--- src/rtl/ym2149_bus_pkg.sv ---
// Shared types and constants for the ym2149 bus controller slice.
// Used by ym2149_rr_arb and ym2149_bus_ctrl.
package ym2149_bus_pkg;

    // Sequencer states. The encoding is only used internally.
    typedef enum logic [2:0] {
        IDLE  = 3'd0,
        ADDR  = 3'd1,
        GAP1  = 3'd2,
        DATA  = 3'd3,
        RDSTB = 3'd4,
        GAP2  = 3'd5,
        DONE  = 3'd6
    } bus_state_t;

    // Register numbers that benches use.
    localparam logic [3:0] YM_REG_MIXER     = 4'd7;
    localparam logic [3:0] YM_REG_ENV_SHAPE = 4'd13;

    // Transaction captured at grant time.
    typedef struct packed {
        logic       we;
        logic [3:0] addr;
        logic [7:0] wdata;
    } psg_txn_t;

    // Terminal value of the 4-bit phase counter for a phase of 'width' cycles.
    function automatic logic [3:0] phase_last(input int unsigned width);
        return 4'(width - 32'd1);
    endfunction

endpackage

--- src/rtl/ym2149_rr_arb.sv ---
// Two-way round-robin arbiter for the ym2149 bus controller.
// gnt is the one-hot candidate for the current request vector. The owner is
// recorded when the sequencer accepts a grant, and priority moves to the
// other requester when that transaction reports done.
module ym2149_rr_arb (
    input  logic       clk,
    input  logic       rst_n,
    input  logic [1:0] req,
    input  logic       accept,
    input  logic       done,
    output logic [1:0] gnt
);
    import ym2149_bus_pkg::*;

    logic prio_q;   // 1: requester 1 wins a tie
    logic prio_d;
    logic owner_q;
    logic owner_d;

    // Pick the winner from the request vector and the tie-break priority.
    always_comb begin
        gnt = 2'b00;
        case (req)
            2'b01:   gnt = 2'b01;
            2'b10:   gnt = 2'b10;
            2'b11:   gnt = prio_q ? 2'b10 : 2'b01;
            default: gnt = 2'b00;
        endcase
    end

    // Remember the owner at accept, and hand priority to the other side at done.
    always_comb begin
        owner_d = owner_q;
        prio_d  = prio_q;
        if (accept) begin
            owner_d = gnt[1];
        end else begin
            owner_d = owner_q;
        end
        if (done) begin
            prio_d = ~owner_q;
        end else begin
            prio_d = prio_q;
        end
    end

    // Arbiter state registers. After reset requester 0 wins a tie.
    always_ff @(posedge clk or negedge rst_n) begin
        if (!rst_n) begin
            prio_q  <= 1'b0;
            owner_q <= 1'b0;
        end else begin
            prio_q  <= prio_d;
            owner_q <= owner_d;
        end
    end

endmodule

--- src/rtl/ym2149_bus_ctrl.sv ---
// Two-requester arbiter and bus sequencer for the ym2149 PSG register port.
// A write is an address-latch pulse followed by a data-write pulse. A read is
// an address-latch pulse followed by a read strobe. Each pulse is followed by
// an idle gap.
// Optional feature: define YM_ADDR_CACHE_EN to skip the address phase when
// the PSG already holds the requested register address.
module ym2149_bus_ctrl #(
    parameter int unsigned PULSE_W = 2,
    parameter int unsigned GAP_W   = 1
) (
    input  logic       CLK,
    input  logic       RESET_N,
    input  logic       R0_REQ,
    input  logic       R0_WE,
    input  logic [3:0] R0_ADDR,
    input  logic [7:0] R0_WDATA,
    output logic       R0_ACK,
    output logic [7:0] R0_RDATA,
    input  logic       R1_REQ,
    input  logic       R1_WE,
    input  logic [3:0] R1_ADDR,
    input  logic [7:0] R1_WDATA,
    output logic       R1_ACK,
    output logic [7:0] R1_RDATA,
    output logic       BDIR,
    output logic       BC,
    output logic [7:0] PSG_DI,
    input  logic [7:0] PSG_DO,
    output logic       BUSY
);
    import ym2149_bus_pkg::*;

    localparam logic [3:0] PULSE_LAST = phase_last(PULSE_W);
    localparam logic [3:0] GAP_LAST   = phase_last(GAP_W);

    bus_state_t state_q, state_d;
    logic [3:0] cnt_q, cnt_d;
    psg_txn_t   txn_q, txn_d;
    logic       owner_q, owner_d;

    logic       bdir_q, bdir_d;
    logic       bc_q, bc_d;
    logic [7:0] di_q, di_d;
    logic       ack0_q, ack0_d;
    logic       ack1_q, ack1_d;
    logic [7:0] rdata0_q, rdata0_d;
    logic [7:0] rdata1_q, rdata1_d;
    logic       busy_q, busy_d;

    logic [1:0] req_s;
    logic [1:0] gnt_s;
    logic       accept_s;
    logic       done_s;

`ifdef YM_ADDR_CACHE_EN
    logic [3:0] cache_addr_q, cache_addr_d;
    logic       cache_vld_q, cache_vld_d;
`endif

    assign req_s    = {R1_REQ, R0_REQ};
    assign accept_s = (state_q == IDLE) && (|req_s);
    assign done_s   = (state_q == DONE);

    ym2149_rr_arb u_arb (
        .clk    (CLK),
        .rst_n  (RESET_N),
        .req    (req_s),
        .accept (accept_s),
        .done   (done_s),
        .gnt    (gnt_s)
    );

    // Next-state logic: grant and capture in IDLE, then step through the phases.
    always_comb begin
        state_d = state_q;
        txn_d   = txn_q;
        owner_d = owner_q;
        case (state_q)
            IDLE: begin
                if (gnt_s[1]) begin
                    owner_d = 1'b1;
                    txn_d   = '{we: R1_WE, addr: R1_ADDR, wdata: R1_WDATA};
                end else if (gnt_s[0]) begin
                    owner_d = 1'b0;
                    txn_d   = '{we: R0_WE, addr: R0_ADDR, wdata: R0_WDATA};
                end else begin
                    owner_d = owner_q;
                    txn_d   = txn_q;
                end
                if (|gnt_s) begin
`ifdef YM_ADDR_CACHE_EN
                    if (cache_vld_q && (cache_addr_q == txn_d.addr)) begin
                        state_d = txn_d.we ? DATA : RDSTB;
                    end else begin
                        state_d = ADDR;
                    end
`else
                    state_d = ADDR;
`endif
                end else begin
                    state_d = IDLE;
                end
            end
            ADDR: begin
                if (cnt_q == PULSE_LAST) state_d = GAP1;
                else                     state_d = ADDR;
            end
            GAP1: begin
                if (cnt_q == GAP_LAST) state_d = txn_q.we ? DATA : RDSTB;
                else                   state_d = GAP1;
            end
            DATA: begin
                if (cnt_q == PULSE_LAST) state_d = GAP2;
                else                     state_d = DATA;
            end
            RDSTB: begin
                if (cnt_q == PULSE_LAST) state_d = GAP2;
                else                     state_d = RDSTB;
            end
            GAP2: begin
                if (cnt_q == GAP_LAST) state_d = DONE;
                else                   state_d = GAP2;
            end
            DONE:    state_d = IDLE;
            default: state_d = IDLE;
        endcase
    end

    // Phase counter restarts on every state change and counts within a phase.
    always_comb begin
        if (state_d != state_q) begin
            cnt_d = 4'd0;
        end else begin
            cnt_d = cnt_q + 4'd1;
        end
    end

    // Bus and handshake outputs, precomputed from the next state so the pins
    // change together with the state register.
    always_comb begin
        bdir_d   = 1'b0;
        bc_d     = 1'b0;
        di_d     = 8'h00;
        ack0_d   = 1'b0;
        ack1_d   = 1'b0;
        rdata0_d = rdata0_q;
        rdata1_d = rdata1_q;
        busy_d   = (state_d != IDLE);
        case (state_d)
            ADDR: begin
                bdir_d = 1'b1;
                bc_d   = 1'b1;
                di_d   = {4'b0000, txn_d.addr};
            end
            DATA: begin
                bdir_d = 1'b1;
                di_d   = txn_d.wdata;
            end
            RDSTB: begin
                bc_d = 1'b1;
            end
            DONE: begin
                ack0_d = ~owner_d;
                ack1_d = owner_d;
            end
            default: begin
                bdir_d = 1'b0;
            end
        endcase
        // Capture PSG_DO on the final strobe cycle for the owning requester only.
        if ((state_q == RDSTB) && (cnt_q == PULSE_LAST)) begin
            if (owner_q) rdata1_d = PSG_DO;
            else         rdata0_d = PSG_DO;
        end else begin
            rdata0_d = rdata0_q;
        end
    end

`ifdef YM_ADDR_CACHE_EN
    // Track the address most recently latched into the PSG.
    always_comb begin
        if (state_q == ADDR) begin
            cache_addr_d = txn_q.addr;
            cache_vld_d  = 1'b1;
        end else begin
            cache_addr_d = cache_addr_q;
            cache_vld_d  = cache_vld_q;
        end
    end

    // Address cache registers, cleared by reset.
    always_ff @(posedge CLK or negedge RESET_N) begin
        if (!RESET_N) begin
            cache_addr_q <= 4'd0;
            cache_vld_q  <= 1'b0;
        end else begin
            cache_addr_q <= cache_addr_d;
            cache_vld_q  <= cache_vld_d;
        end
    end
`endif

    // Sequencer state, phase counter and captured transaction.
    always_ff @(posedge CLK or negedge RESET_N) begin
        if (!RESET_N) begin
            state_q <= IDLE;
            cnt_q   <= 4'd0;
            txn_q   <= '{we: 1'b0, addr: 4'd0, wdata: 8'h00};
            owner_q <= 1'b0;
        end else begin
            state_q <= state_d;
            cnt_q   <= cnt_d;
            txn_q   <= txn_d;
            owner_q <= owner_d;
        end
    end

    // Registered output pins.
    always_ff @(posedge CLK or negedge RESET_N) begin
        if (!RESET_N) begin
            bdir_q   <= 1'b0;
            bc_q     <= 1'b0;
            di_q     <= 8'h00;
            ack0_q   <= 1'b0;
            ack1_q   <= 1'b0;
            rdata0_q <= 8'h00;
            rdata1_q <= 8'h00;
            busy_q   <= 1'b0;
        end else begin
            bdir_q   <= bdir_d;
            bc_q     <= bc_d;
            di_q     <= di_d;
            ack0_q   <= ack0_d;
            ack1_q   <= ack1_d;
            rdata0_q <= rdata0_d;
            rdata1_q <= rdata1_d;
            busy_q   <= busy_d;
        end
    end

    assign BDIR     = bdir_q;
    assign BC       = bc_q;
    assign PSG_DI   = di_q;
    assign R0_ACK   = ack0_q;
    assign R1_ACK   = ack1_q;
    assign R0_RDATA = rdata0_q;
    assign R1_RDATA = rdata1_q;
    assign BUSY     = busy_q;

endmodule

--- config.mk ---
export PLATFORM = sky130hd
export DESIGN_NAME = ym2149_bus_ctrl
export DESIGN_NICKNAME = d
export VERILOG_FILES = /design/src/rtl/ym2149_bus_pkg.sv /design/src/rtl/ym2149_rr_arb.sv /design/src/rtl/ym2149_bus_ctrl.sv
export SDC_FILE = /design/constraint.sdc
export NUM_CORES = 1
export LEC_CHECK = 0
export BUFFER_PORTS_ARGS = -buffer_cell sky130_fd_sc_hd__clkbuf_2
export CAP_MARGIN = 10
export CORE_MARGIN = 2
export CORE_UTILIZATION = 47
export CTS_CLUSTER_DIAMETER = 80
export DETAILED_ROUTE_END_ITERATION = 10
export GPL_TIMING_DRIVEN = 0
export PLACE_DENSITY = 0.85
export SLEW_MARGIN = 20
export SYNTH_ARGS = -nofsm -noshare
export SYNTH_HDL_FRONTEND = slang
export SYNTH_HIERARCHICAL = 1
export SYNTH_SLANG_ARGS = --single-unit
--- constraint.sdc ---
create_clock -name CLK -period 2.2 [get_ports CLK]
set_input_delay 0.33 -clock CLK [delete_from_list [all_inputs] [get_ports CLK]]
set_output_delay 0.33 -clock CLK [all_outputs]
set_load 0.01 [all_outputs]
==> Implementation_results.wiki, run 1 <==
{| class="wikitable"
! Metric !! Value
|-
| Fill cell count || 439
|-
| Slew of the pin with the lowest slew margin || 0.6824 ns
|-
| Kind of start point of the critical path || flip-flop
|-
| Type of the worst min-delay path || primary input to async pin
|-
| Clock-pin slew on the worst setup and hold paths || 0.10 ns
|-
| Minimum setup slack in the final design || 0.1080 ns
|-
| IR Drop Worst-Case VDD || 0.7160 mV
|-
| Fmax achieved || 0.4780 GHz
|-
| Slowest CP cell || dfrtp_1
|-
| P per Cell Area || 1486 nW/um2
|-
| Number of synthesized flops with an enable pin || 0
|-
| Count of hold buffers inserted by post-cts repair || 0
|-
| Diodes inserted || 0
|-
| Post-synthesis instance area || 2486 um2
|-
| Normalized max-slew margin || 0.5451
|-
| Fin. max-slew vios || 0
|-
| Vias in the first global route || 2008
|-
| Cell at the root of the clock tree || clkbuf_8
|-
| Run status || finished, final reports clean
|-
| Kind of end point of the critical path || flip-flop
|-
| Standby leakage power || 0.001459 uW
|-
| Synth Net Count || 264
|-
| Total power after layout || 4551 uW
|-
| Average footprint of a synthesized cell || 11.15 um2
|-
| Initial Utilization || 0.4868
|-
| Placement Rows || 26
|-
| Cell area after layout || 3062 um2
|-
| Post-Synth Adder-Cell Area || 0.01510
|-
| CTS tree || done
|-
| Detailed Routing Iterations Pass 1 || 5
|-
| Final critical-path share of the clock period || 0.9509
|-
| R2r worst-path depth || 7
|-
| Portion of synthesized cell area occupied by the leading cell type || 0.5234
|-
| Gate Count Post-Synth || 223
|-
| Final-stage net count || 338
|-
| Horiz. Die Dim || 76.73 um
|-
| Area occupied by multi-input gates || 1072 um2
|-
| Xor-xnor portion of the synthesized cell area || 0.007046
|-
| Die area || 5887 um2
|-
| Area growth from synthesis to layout || 23.15%
|-
| GR Overflow Total || 0
|-
| Synthesized-area fraction occupied by ao, oa, aoi and oai cells || 0.1701
|-
| Dpl hpwl || 3.987 mm
|-
| Vias post-DR || 2052
|-
| Distinct cells, synth || 51
|-
| Setup CP Type || flip-flop to flip-flop
|-
| Worst Skew || 0.008103 ns
|-
| Main combinational cell family by area after synthesis || compound AO/OA/AOI/OAI gates
|-
| Post-synthesis mux area share || 0.07700
|-
| Register area || 1301 um2
|-
| Library cell with the highest instance count after synthesis || dfrtp_1
|-
| Mean number of vias per cell || 5.576
|-
| Worst-case clock buffer depth || 2
|-
| End of the worst register-to-register path || PSG_DI[2]
|-
| Clock sinks || 52
|-
| Cell area reported after detailed placement || 2907 um2
|-
| Fraction of final layout cells sized beyond drive strength 1 || 0.4060
|-
| Fraction of the mapped netlist area in simple logic gates || 0.1465
|-
| Arrival time at the worst endpoint || 2.27 ns
|-
| Delay of the slowest cell on the worst path || 0.42 ns
|-
| Req. time, crit path || 2.38 ns
|-
| Library cell with the largest summed area after synthesis || dfrtp_1
|-
| Core Util, Final || 0.5995
|-
| Number of failing setup endpoints in the final timing report || 0
|-
| Top post-synthesis cells by area || dfrtp_1, mux2_2, nor2_1
|-
| Count of unresolved DRC violations after routing || 0
|-
| Post-synthesis register bit count || 52
|-
| Initial antenna violation count || 0
|-
| I/O Buffers || 66
|-
| Critical path, cell by cell || a21boi_0 > clkbuf_2 > nor2_1 > o32a_4 > and4_4 > buf_6 > o32ai_2
|-
| Detailed router's first-iteration violation count || 178
|-
| Maximum number of pins on one net before global-route repair || 53
|-
| Ports placed on the boundary || 67
|-
| Post-placement setup slack || -0.07317 ns
|-
| Clock period minus final worst setup slack || 2.092 ns
|-
| Number of CTS-inserted buffers || 5
|-
| Worst-path fanout max || 10
|-
| # Max-Cap Violations || 0
|-
| Core Footprint || 5107 um2
|-
| Number of hold-slack violations in the final timing report || 0
|-
| Fraction of synthesis flops using an asynchronous set or reset pin || 1.000
|-
| Share of synthesized area occupied by flip-flops and latches || 0.5234
|-
| Most common flop cell mapped by yosys || dfrtp_1
|-
| Warning count from the yosys run || 6
|-
| H-tree lvl count || 2
|-
| Worst skew pair latency || 0.31 ns
|-
| R2R Setup Slk || 0.11 ns
|-
| Final routed wire length divided by cell count || 15.29 um
|-
| Final estimated routing congestion in global placement || 0.9079
|-
| First-pass GRT wire length || 9.211 mm
|-
| Detailed Route WL || 5.625 mm
|-
| Most frequent cells after synthesis || dfrtp_1, nor2_1, inv_1
|-
| Global Route Usage Sum || 0.1964
|-
| WHS || 0.06912 ns
|-
| Source of the worst register-to-register timing path || u_arb/prio_q
|-
| Die Y-Extent || 76.73 um
|-
| Post-detailed-route count of antenna-violating nets || 0
|}
-- kinds of logic after synthesis --
kind of cell,after synthesis
and+or+nand+nor,62
AOI/OAI and AO/OA,53
DFF,52
buffers and inverters,34
muxes,17
adders and majority gates,3
xor gates and xnor gates,2
-- per-layer routing --
layer  wire length (um)  vias to the layer above  global-route usage
met5                  0                        -                   0
met4                189                        0             0.09455
met3                345                       19             0.04353
met2               2743                       76              0.3114
met1               2346                     1009              0.2563
li1                   -                      948                   -
-- layout make-up --
type                       count  share of cell area
multi-input combinational    137              0.3502
inverter                      20             0.02452
tap                           70             0.02861
sequential                    52              0.4250
clock buffer                   5             0.02248
clock inverter                 3             0.01103
timing repair buffer          68              0.1136
buffer                        13             0.02452
-- worst max-delay path by stage --
stage | start | endpoint | slack [ns] | cells past startpoint
after global placement | cnt_q[0] | PSG_DI[7] | -0.04 | 7
after CTS | cnt_q[1] | R0_RDATA[5] | 0.03 | 6
final | u_arb/prio_q | PSG_DI[2] | 0.11 | 7
after detailed placement | cnt_q[0] | PSG_DI[6] | -0.07 | 7
after global routing | cnt_q[0] | PSG_DI[7] | -0.005 | 7
after floorplan | cnt_q[0] | PSG_DI[6] | 0.19 | 7
-- through the flow --
stage            TNS, ns  cells
4_1_cts                0    367
3_5_place_dp     -0.3050    359
3_3_place_gp     -0.1561    359
5_1_grt        -0.004506    368
2_1_floorplan          0    223
6_report               0    368
-- what timing repair did --
action / CTS / global route
resized for setup: 2 / 7
setup buffers: 0 / 2
hold endpoints to repair: 0 / 0
gates cloned: 0 / 0
setup endpoints to repair: 8 / 30
-- report_power, final --
group          switching (uW)  leakage (uW)  total (uW)  internal [uW]
Sequential                235      0.000637        1620           1390
Combinational            1290      0.000771        2340           1050
Clock                     347     0.0000515         586            240
Total                    1870       0.00146        4550           2680
-- state kept, by name, summed over array words and instances, names as in the netlist --
| name | cells |
|---|---|
| state_q | 3 |
| R1_RDATA | 8 |
| R0_ACK | 1 |
| u_arb/prio_q | 1 |
| R1_ACK | 1 |
| owner_q | 1 |
| R0_RDATA | 8 |
| u_arb/owner_q | 1 |
| txn_q | 13 |
| PSG_DI | 8 |
| BDIR | 1 |
| BUSY | 1 |
| BC | 1 |
| cnt_q | 4 |
-- critical path, delay by kind of cell (launching register included) --
family                 cells  cell delay [ns]
AOI/OAI and AO/OA          3             0.52
buffers and inverters      2             0.37
DFF                        1             0.42
and+or+nand+nor            2             0.64
-- cells in the final DEF, fill, tap and decap left out, types with 3 or more instances in the layout --
cell type	instances
clkbuf_1	3
o22a_1	4
nand3b_1	3
o21ai_0	8
a32o_1	4
nand2b_1	3
a31oi_1	8
dfrtp_1	52
mux2_2	17
clkbuf_8	5
nand2_1	9
nor4_2	3
a21oi_1	4
o22ai_1	5
buf_2	4
clkbuf_2	67
buf_4	3
o32ai_2	3
a221oi_1	4
inv_1	20
nor2_1	23
ha_1	3
Note: power is estimated with default switching activity, not from simulation.
==> run 2: changes to the inputs <==
--- a/config.mk
+++ b/config.mk
@@ -12,7 +12,7 @@
 export CTS_CLUSTER_DIAMETER = 80
 export DETAILED_ROUTE_END_ITERATION = 10
 export GPL_TIMING_DRIVEN = 0
-export PLACE_DENSITY = 0.85
+export PLACE_DENSITY = 0.77
 export SLEW_MARGIN = 20
 export SYNTH_ARGS = -nofsm -noshare
 export SYNTH_HDL_FRONTEND = slang
==> run 2 against run 1 <==
  * Combinational power shrank 3%
  * Highest routed layer unchanged
  * Sequential power is essentially flat
  * Fmax shrank 0.45%
  * Count of clock-buffer cells in the layout is the same
  * Worst setup slack lost 0.0095 ns
  * Critical endpoint is now PSG_DI[0]
  * Sequential share of layout area grew 0.39 points
  * Largest cell class unchanged
  * Register-to-register slack is essentially flat
  * Design area shrank 0.90%
==> Implementation_results.wiki, run 2 (synthesized netlist as in run 1, its figures left out) <==
{| class="wikitable"
! Metric !! Value
|-
| Run status || finished, final reports clean
|-
| Source of the worst register-to-register timing path || cnt_q[0]
|-
| Kind of start point of the critical path || flip-flop
|-
| Count of unresolved DRC violations after routing || 0
|-
| Cell area reported after detailed placement || 2907 um2
|-
| Final-stage net count || 337
|-
| H-tree lvl count || 2
|-
| Worst Skew || 0.005816 ns
|-
| Highest-count cells in the layout ignoring fill and taps || clkbuf_2, dfrtp_1, nor2_1
|-
| Number of failing setup endpoints in the final timing report || 0
|-
| Initial antenna violation count || 0
|-
| Type of the worst min-delay path || primary input to async pin
|-
| Worst-case clock buffer depth || 2
|-
| Cell at the root of the clock tree || clkbuf_8
|-
| Count of hold buffers inserted by post-cts repair || 0
|-
| Global Route Usage Sum || 0.1958
|-
| Relative contribution of combinational cells to total power || 0.510
|-
| Diodes inserted || 0
|-
| Delay of the slowest cell on the worst path || 0.49 ns
|-
| Slew of the pin with the lowest slew margin || 0.6807 ns
|-
| Internal power || 2618 uW
|-
| Ports placed on the boundary || 67
|-
| Detailed Route WL || 5.428 mm
|-
| R2R Setup Slk || 0.1 ns
|-
| Initial Utilization || 0.4868
|-
| R2r worst-path depth || 6
|-
| Fmax achieved || 0.4758 GHz
|-
| Detailed router's first-iteration violation count || 137
|-
| IR Drop Worst-Case VDD || 0.7940 mV
|-
| Horiz. Die Dim || 76.73 um
|-
| Core Util, Final || 0.5941
|-
| Standby leakage power || 0.001438 uW
|-
| Clock period minus final worst setup slack || 2.102 ns
|-
| Vias post-DR || 1989
|-
| Normalized max-slew margin || 0.5462
|-
| Area growth from synthesis to layout || 22.04%
|-
| Final estimated routing congestion in global placement || 0.8635
|-
| Worst-path fanout max || 10
|-
| Critical path, cell by cell || ha_1 > nor3b_4 > o32a_2 > and4_4 > buf_6 > o32ai_2
|-
| Die Y-Extent || 76.73 um
|-
| Clock sinks || 52
|-
| Fraction of power spent switching nets || 0.4089
|-
| Mean number of vias per cell || 5.420
|-
| Req. time, crit path || 2.41 ns
|-
| Leading cell type in the layout, fill and taps excluded || clkbuf_2
|-
| Clock-pin slew on the worst setup and hold paths || 0.09 ns
|-
| Setup CP Type || flip-flop to flip-flop
|-
| CTS tree || done
|-
| Arrival time at the worst endpoint || 2.31 ns
|-
| Dpl hpwl || 3.892 mm
|-
| Largest register by flop count || txn_q
|-
| Flip-flop count of the largest register, all copies and words added || 13
|-
| # Max-Cap Violations || 0
|-
| WHS || 0.08676 ns
|-
| I/O Buffers || 66
|-
| Number of hold-slack violations in the final timing report || 0
|-
| Post-detailed-route count of antenna-violating nets || 0
|-
| Core Footprint || 5107 um2
|-
| Fraction of power consumed by sequential logic || 0.366
|-
| Cell area after layout || 3034 um2
|-
| Detailed Routing Iterations Pass 1 || 4
|-
| Number of CTS-inserted buffers || 5
|-
| Final routed wire length divided by cell count || 14.79 um
|-
| Die area || 5887 um2
|-
| First-pass GRT wire length || 9.204 mm
|-
| Fraction of final layout cells sized beyond drive strength 1 || 0.4040
|-
| Switching power total || 1812 uW
|-
| P per Cell Area || 1460 nW/um2
|-
| Vias in the first global route || 1948
|-
| Maximum number of pins on one net before global-route repair || 53
|-
| End of the worst register-to-register path || PSG_DI[0]
|-
| Placement Rows || 26
|-
| Final critical-path share of the clock period || 0.9552
|-
| Number of buffers and inverters on the critical path || 1
|-
| GR Overflow Total || 0
|-
| Slowest CP cell || o32a_2
|-
| Worst skew pair latency || 0.31 ns
|-
| Clk network pwr share || 0.124
|-
| Kind of end point of the critical path || flip-flop
|-
| Family of cells with the greatest summed delay on the critical path || compound AO/OA/AOI/OAI gates
|-
| Fin. max-slew vios || 0
|}
run 2: cell count changes in the layout (fill, tap and decap cells not counted), sizes merged:
cell      change
buf           -1
clkinvlp      +2
clkinv        -1
inv           -1
run 2: worst register-to-register path, stage by stage (launching register included):
cell and delay (ns):
dfrtp_1 0.43, ha_1 0.25, nor3b_4 0.19, o32a_2 0.49
and4_4 0.23, buf_6 0.16, o32ai_2 0.26
run 2: cell type report:
| type | count | area [um2] |
|---|---|---|
| Fill cell | 457 | 2073 |
| Sequential cell | 52 | 1301 |
| Multi-Input combinational cell | 137 | 1062 |
| Timing Repair Buffer | 67 | 340.3 |
| Tap cell | 70 | 87.58 |
| Buffer | 13 | 75.07 |
| Inverter | 20 | 75.07 |
| Clock buffer | 5 | 68.82 |
| Clock inverter | 3 | 23.77 |
run 2: timing repair:
action,4_1_cts,5_1_grt
pin swaps,0,1
setup endpoints to repair,7,28
buffers inserted,0,1
gates resized for setup,2,7
run 2: how the worst max path moves through the flow:
stage          startpoint           to  slack, ns  depth (start not counted)
2_1_floorplan    cnt_q[0]    PSG_DI[6]       0.19                          7
3_3_place_gp     cnt_q[0]    PSG_DI[7]      -0.06                          7
3_5_place_dp       R0_REQ    PSG_DI[7]      -0.06                          8
4_1_cts          cnt_q[1]  R0_RDATA[1]       0.03                          6
5_1_grt          cnt_q[1]         BUSY      -0.02                          7
6_report         cnt_q[0]    PSG_DI[0]        0.1                          6
run 2: power by group through the flow:
stage / Clock [uW] / Combinational (uW) / Sequential, uW
after floorplan: 0 / 1480 / 1710
after CTS: 563 / 2230 / 1620
after detailed placement: 0 / 2220 / 1630
after global routing: 600 / 2500 / 1680
after global placement: 0 / 2170 / 1620
final: 550 / 2260 / 1620
run 2: metrics by stage:
step	power (uW)	std cells	TNS (ns)	setup slack, ns
2_1_floorplan	3190	223	0	0.1878
3_3_place_gp	3796	359	-0.2460	-0.05801
3_5_place_dp	3848	359	-0.2461	-0.05641
4_1_cts	4406	367	0	0.02879
5_1_grt	4775	367	-0.06727	-0.01670
6_report	4430	367	0	0.09846
run 2: per-layer routing:
layer  track usage  wire length, um  vias up
li1              -                -      944
met1        0.2645             2447      985
met2        0.3175             2680       49
met4       0.06909              104        0
met3       0.03647              196       11
met5             0                0        -
==> run 3: changes to the inputs <==
--- a/config.mk
+++ b/config.mk
@@ -7,6 +7,7 @@
 export LEC_CHECK = 0
 export BUFFER_PORTS_ARGS = -buffer_cell sky130_fd_sc_hd__clkbuf_2
 export CAP_MARGIN = 10
+export CORE_ASPECT_RATIO = 1.2
 export CORE_MARGIN = 2
 export CORE_UTILIZATION = 47
 export CTS_CLUSTER_DIAMETER = 80
==> run 3 against run 2 <==
  * Register-to-register slack worse by 0.02 ns
  * Clock skew shrank 0.0011 ns
  * First-iteration DRC count up 2.9%
  * Worst hold slack about the same
  * Worst setup slack got worse by 0.019 ns
  * Sequential share of layout area shrank 0.12 points
  * Fmax decreased by 0.88%
  * Critical endpoint unchanged
  * Largest power group unchanged
==> Implementation_results.wiki, run 3 (synthesized netlist as in run 1, its figures left out) <==
{| class="wikitable"
! Metric !! Value
|-
| Highest-count cells in the layout ignoring fill and taps || clkbuf_2, dfrtp_1, nor2_1
|-
| Worst-path fanout max || 10
|-
| Setup CP Type || flip-flop to flip-flop
|-
| Standby leakage power || 0.001453 uW
|-
| IR Drop Worst-Case VDD || 0.7802 mV
|-
| R2r worst-path depth || 7
|-
| Leading cell type in the layout, fill and taps excluded || clkbuf_2
|-
| Maximum number of pins on one net before global-route repair || 53
|-
| Area growth from synthesis to layout || 22.40%
|-
| Fraction of final layout cells sized beyond drive strength 1 || 0.4141
|-
| Ports placed on the boundary || 67
|-
| Internal power || 2647 uW
|-
| Number of CTS-inserted buffers || 5
|-
| H-tree lvl count || 2
|-
| Count of hold buffers inserted by post-cts repair || 0
|-
| Largest register by flop count || txn_q
|-
| CTS tree || done
|-
| Cell area reported after detailed placement || 2897 um2
|-
| Flip-flop count of the largest register, all copies and words added || 13
|-
| Core Util, Final || 0.5864
|-
| Switching power total || 1821 uW
|-
| Count of unresolved DRC violations after routing || 0
|-
| # Max-Cap Violations || 0
|-
| P per Cell Area || 1468 nW/um2
|-
| Clk network pwr share || 0.117
|-
| Vias post-DR || 1987
|-
| Post-detailed-route count of antenna-violating nets || 0
|-
| Run status || finished, final reports clean
|-
| Core Footprint || 5189 um2
|-
| Clock sinks || 52
|-
| Fraction of power spent switching nets || 0.4076
|-
| Horiz. Die Dim || 70.40 um
|-
| Die Y-Extent || 83.67 um
|-
| Kind of start point of the critical path || flip-flop
|-
| Number of failing setup endpoints in the final timing report || 0
|-
| I/O Buffers || 66
|-
| Detailed router's first-iteration violation count || 141
|-
| Final-stage net count || 338
|-
| Mean number of vias per cell || 5.535
|-
| Placement Rows || 29
|-
| Cell at the root of the clock tree || clkbuf_8
|-
| GR Overflow Total || 0
|-
| Final routed wire length divided by cell count || 14.85 um
|-
| Cell area after layout || 3043 um2
|-
| Slew of the pin with the lowest slew margin || 0.6984 ns
|-
| Req. time, crit path || 2.40 ns
|-
| Global Route Usage Sum || 0.1856
|-
| First-pass GRT wire length || 8.763 mm
|-
| Relative contribution of combinational cells to total power || 0.519
|-
| Detailed Route WL || 5.330 mm
|-
| Number of hold-slack violations in the final timing report || 0
|-
| Diodes inserted || 0
|-
| Kind of end point of the critical path || flip-flop
|-
| Die area || 5890 um2
|-
| Normalized max-slew margin || 0.5344
|-
| Clock-pin slew on the worst setup and hold paths || 0.09 ns
|-
| Vias in the first global route || 1948
|-
| Type of the worst min-delay path || primary input to async pin
|-
| Arrival time at the worst endpoint || 2.32 ns
|-
| Detailed Routing Iterations Pass 1 || 4
|-
| Fmax achieved || 0.4717 GHz
|-
| Worst skew pair latency || 0.30 ns
|-
| Dpl hpwl || 3.862 mm
|-
| Fin. max-slew vios || 0
|-
| Initial antenna violation count || 0
|-
| Fraction of power consumed by sequential logic || 0.363
|-
| Initial Utilization || 0.4791
|-
| Worst-case clock buffer depth || 2
|-
| Clock period minus final worst setup slack || 2.120 ns
|-
| Worst Skew || 0.004714 ns
|-
| Final estimated routing congestion in global placement || 0.8066
|-
| Final critical-path share of the clock period || 0.9637
|-
| Setup repair after global routing missed its margin || false
|}
==> run 3: final cells by class <==
type / instances / area, um2
Fill cell: 464 / 2146
Timing Repair Buffer: 68 / 347.8
Tap cell: 62 / 77.57
Clock buffer: 5 / 68.82
Buffer: 13 / 76.32
Clock inverter: 2 / 12.51
Sequential cell: 52 / 1301
Multi-Input combinational cell: 137 / 1084
Inverter: 20 / 75.07
==> run 3: timing repair <==
item / 4_1_cts / 5_1_grt
resized for setup: 2 / 11
setup endpoints to repair: 6 / 30
endpoints found under the hold margin: 0 / 0
buffers inserted: 0 / 2
pin swaps: 0 / 1
==> run 3: per-layer routing <==
metal | global-route usage | up-vias | part of all wire
li1 | - | 943 | -
met1 | 0.2346 | 957 | 0.42
met2 | 0.3225 | 78 | 0.51
met3 | 0.03744 | 9 | 0.060
met4 | 0.04895 | 0 | 0.014
met5 | 0 | - | 0
==> run 3: stage by stage <==
step           instances  total power [uW]  setup slack (ns)  setup TNS, ns  hold slack, ns
6_report             359              4468           0.07983              0         0.08686
5_1_grt              359              4789          0.009787              0          0.1494
4_1_cts              358              4382          0.001313              0          0.1220
3_5_place_dp         351              3851          -0.06318        -0.2027          0.4435
3_3_place_gp         351              3776          -0.04476        -0.1256          0.4334
2_1_floorplan        223              3190            0.1878              0         0.03441
==> run 3: final timing paths <==
check                           slack, ns            to     startpoint
worst max-delay path                 0.08     PSG_DI[0]       cnt_q[0]
worst min-delay path                 0.09      txn_q[4]        RESET_N
worst max register to register       0.08     PSG_DI[0]       cnt_q[0]
worst min register to register       0.45  u_arb/prio_q  u_arb/owner_q
max in group asynchronous            1.65     txn_q[10]        RESET_N
min in group CLK                     0.27   R1_RDATA[5]      PSG_DO[5]
==> run 3: critical path, cell delays in order (launching register included) <==
cell     delay, ns
dfrtp_1       0.44
inv_1         0.08
ha_1          0.19
nor3b_4       0.27
mux2_2        0.38
and4_4        0.21
buf_6         0.15
o32ai_2       0.29
==> run 3: power by group through the flow <==
stage               clock (uW)  sequential [uW]  combinational [uW]
finish                     525             1620                2320
global placement             0             1610                2160
CTS                        540             1620                2230
global route               571             1670                2550
detailed placement           0             1630                2220
floorplan                    0             1710                1480
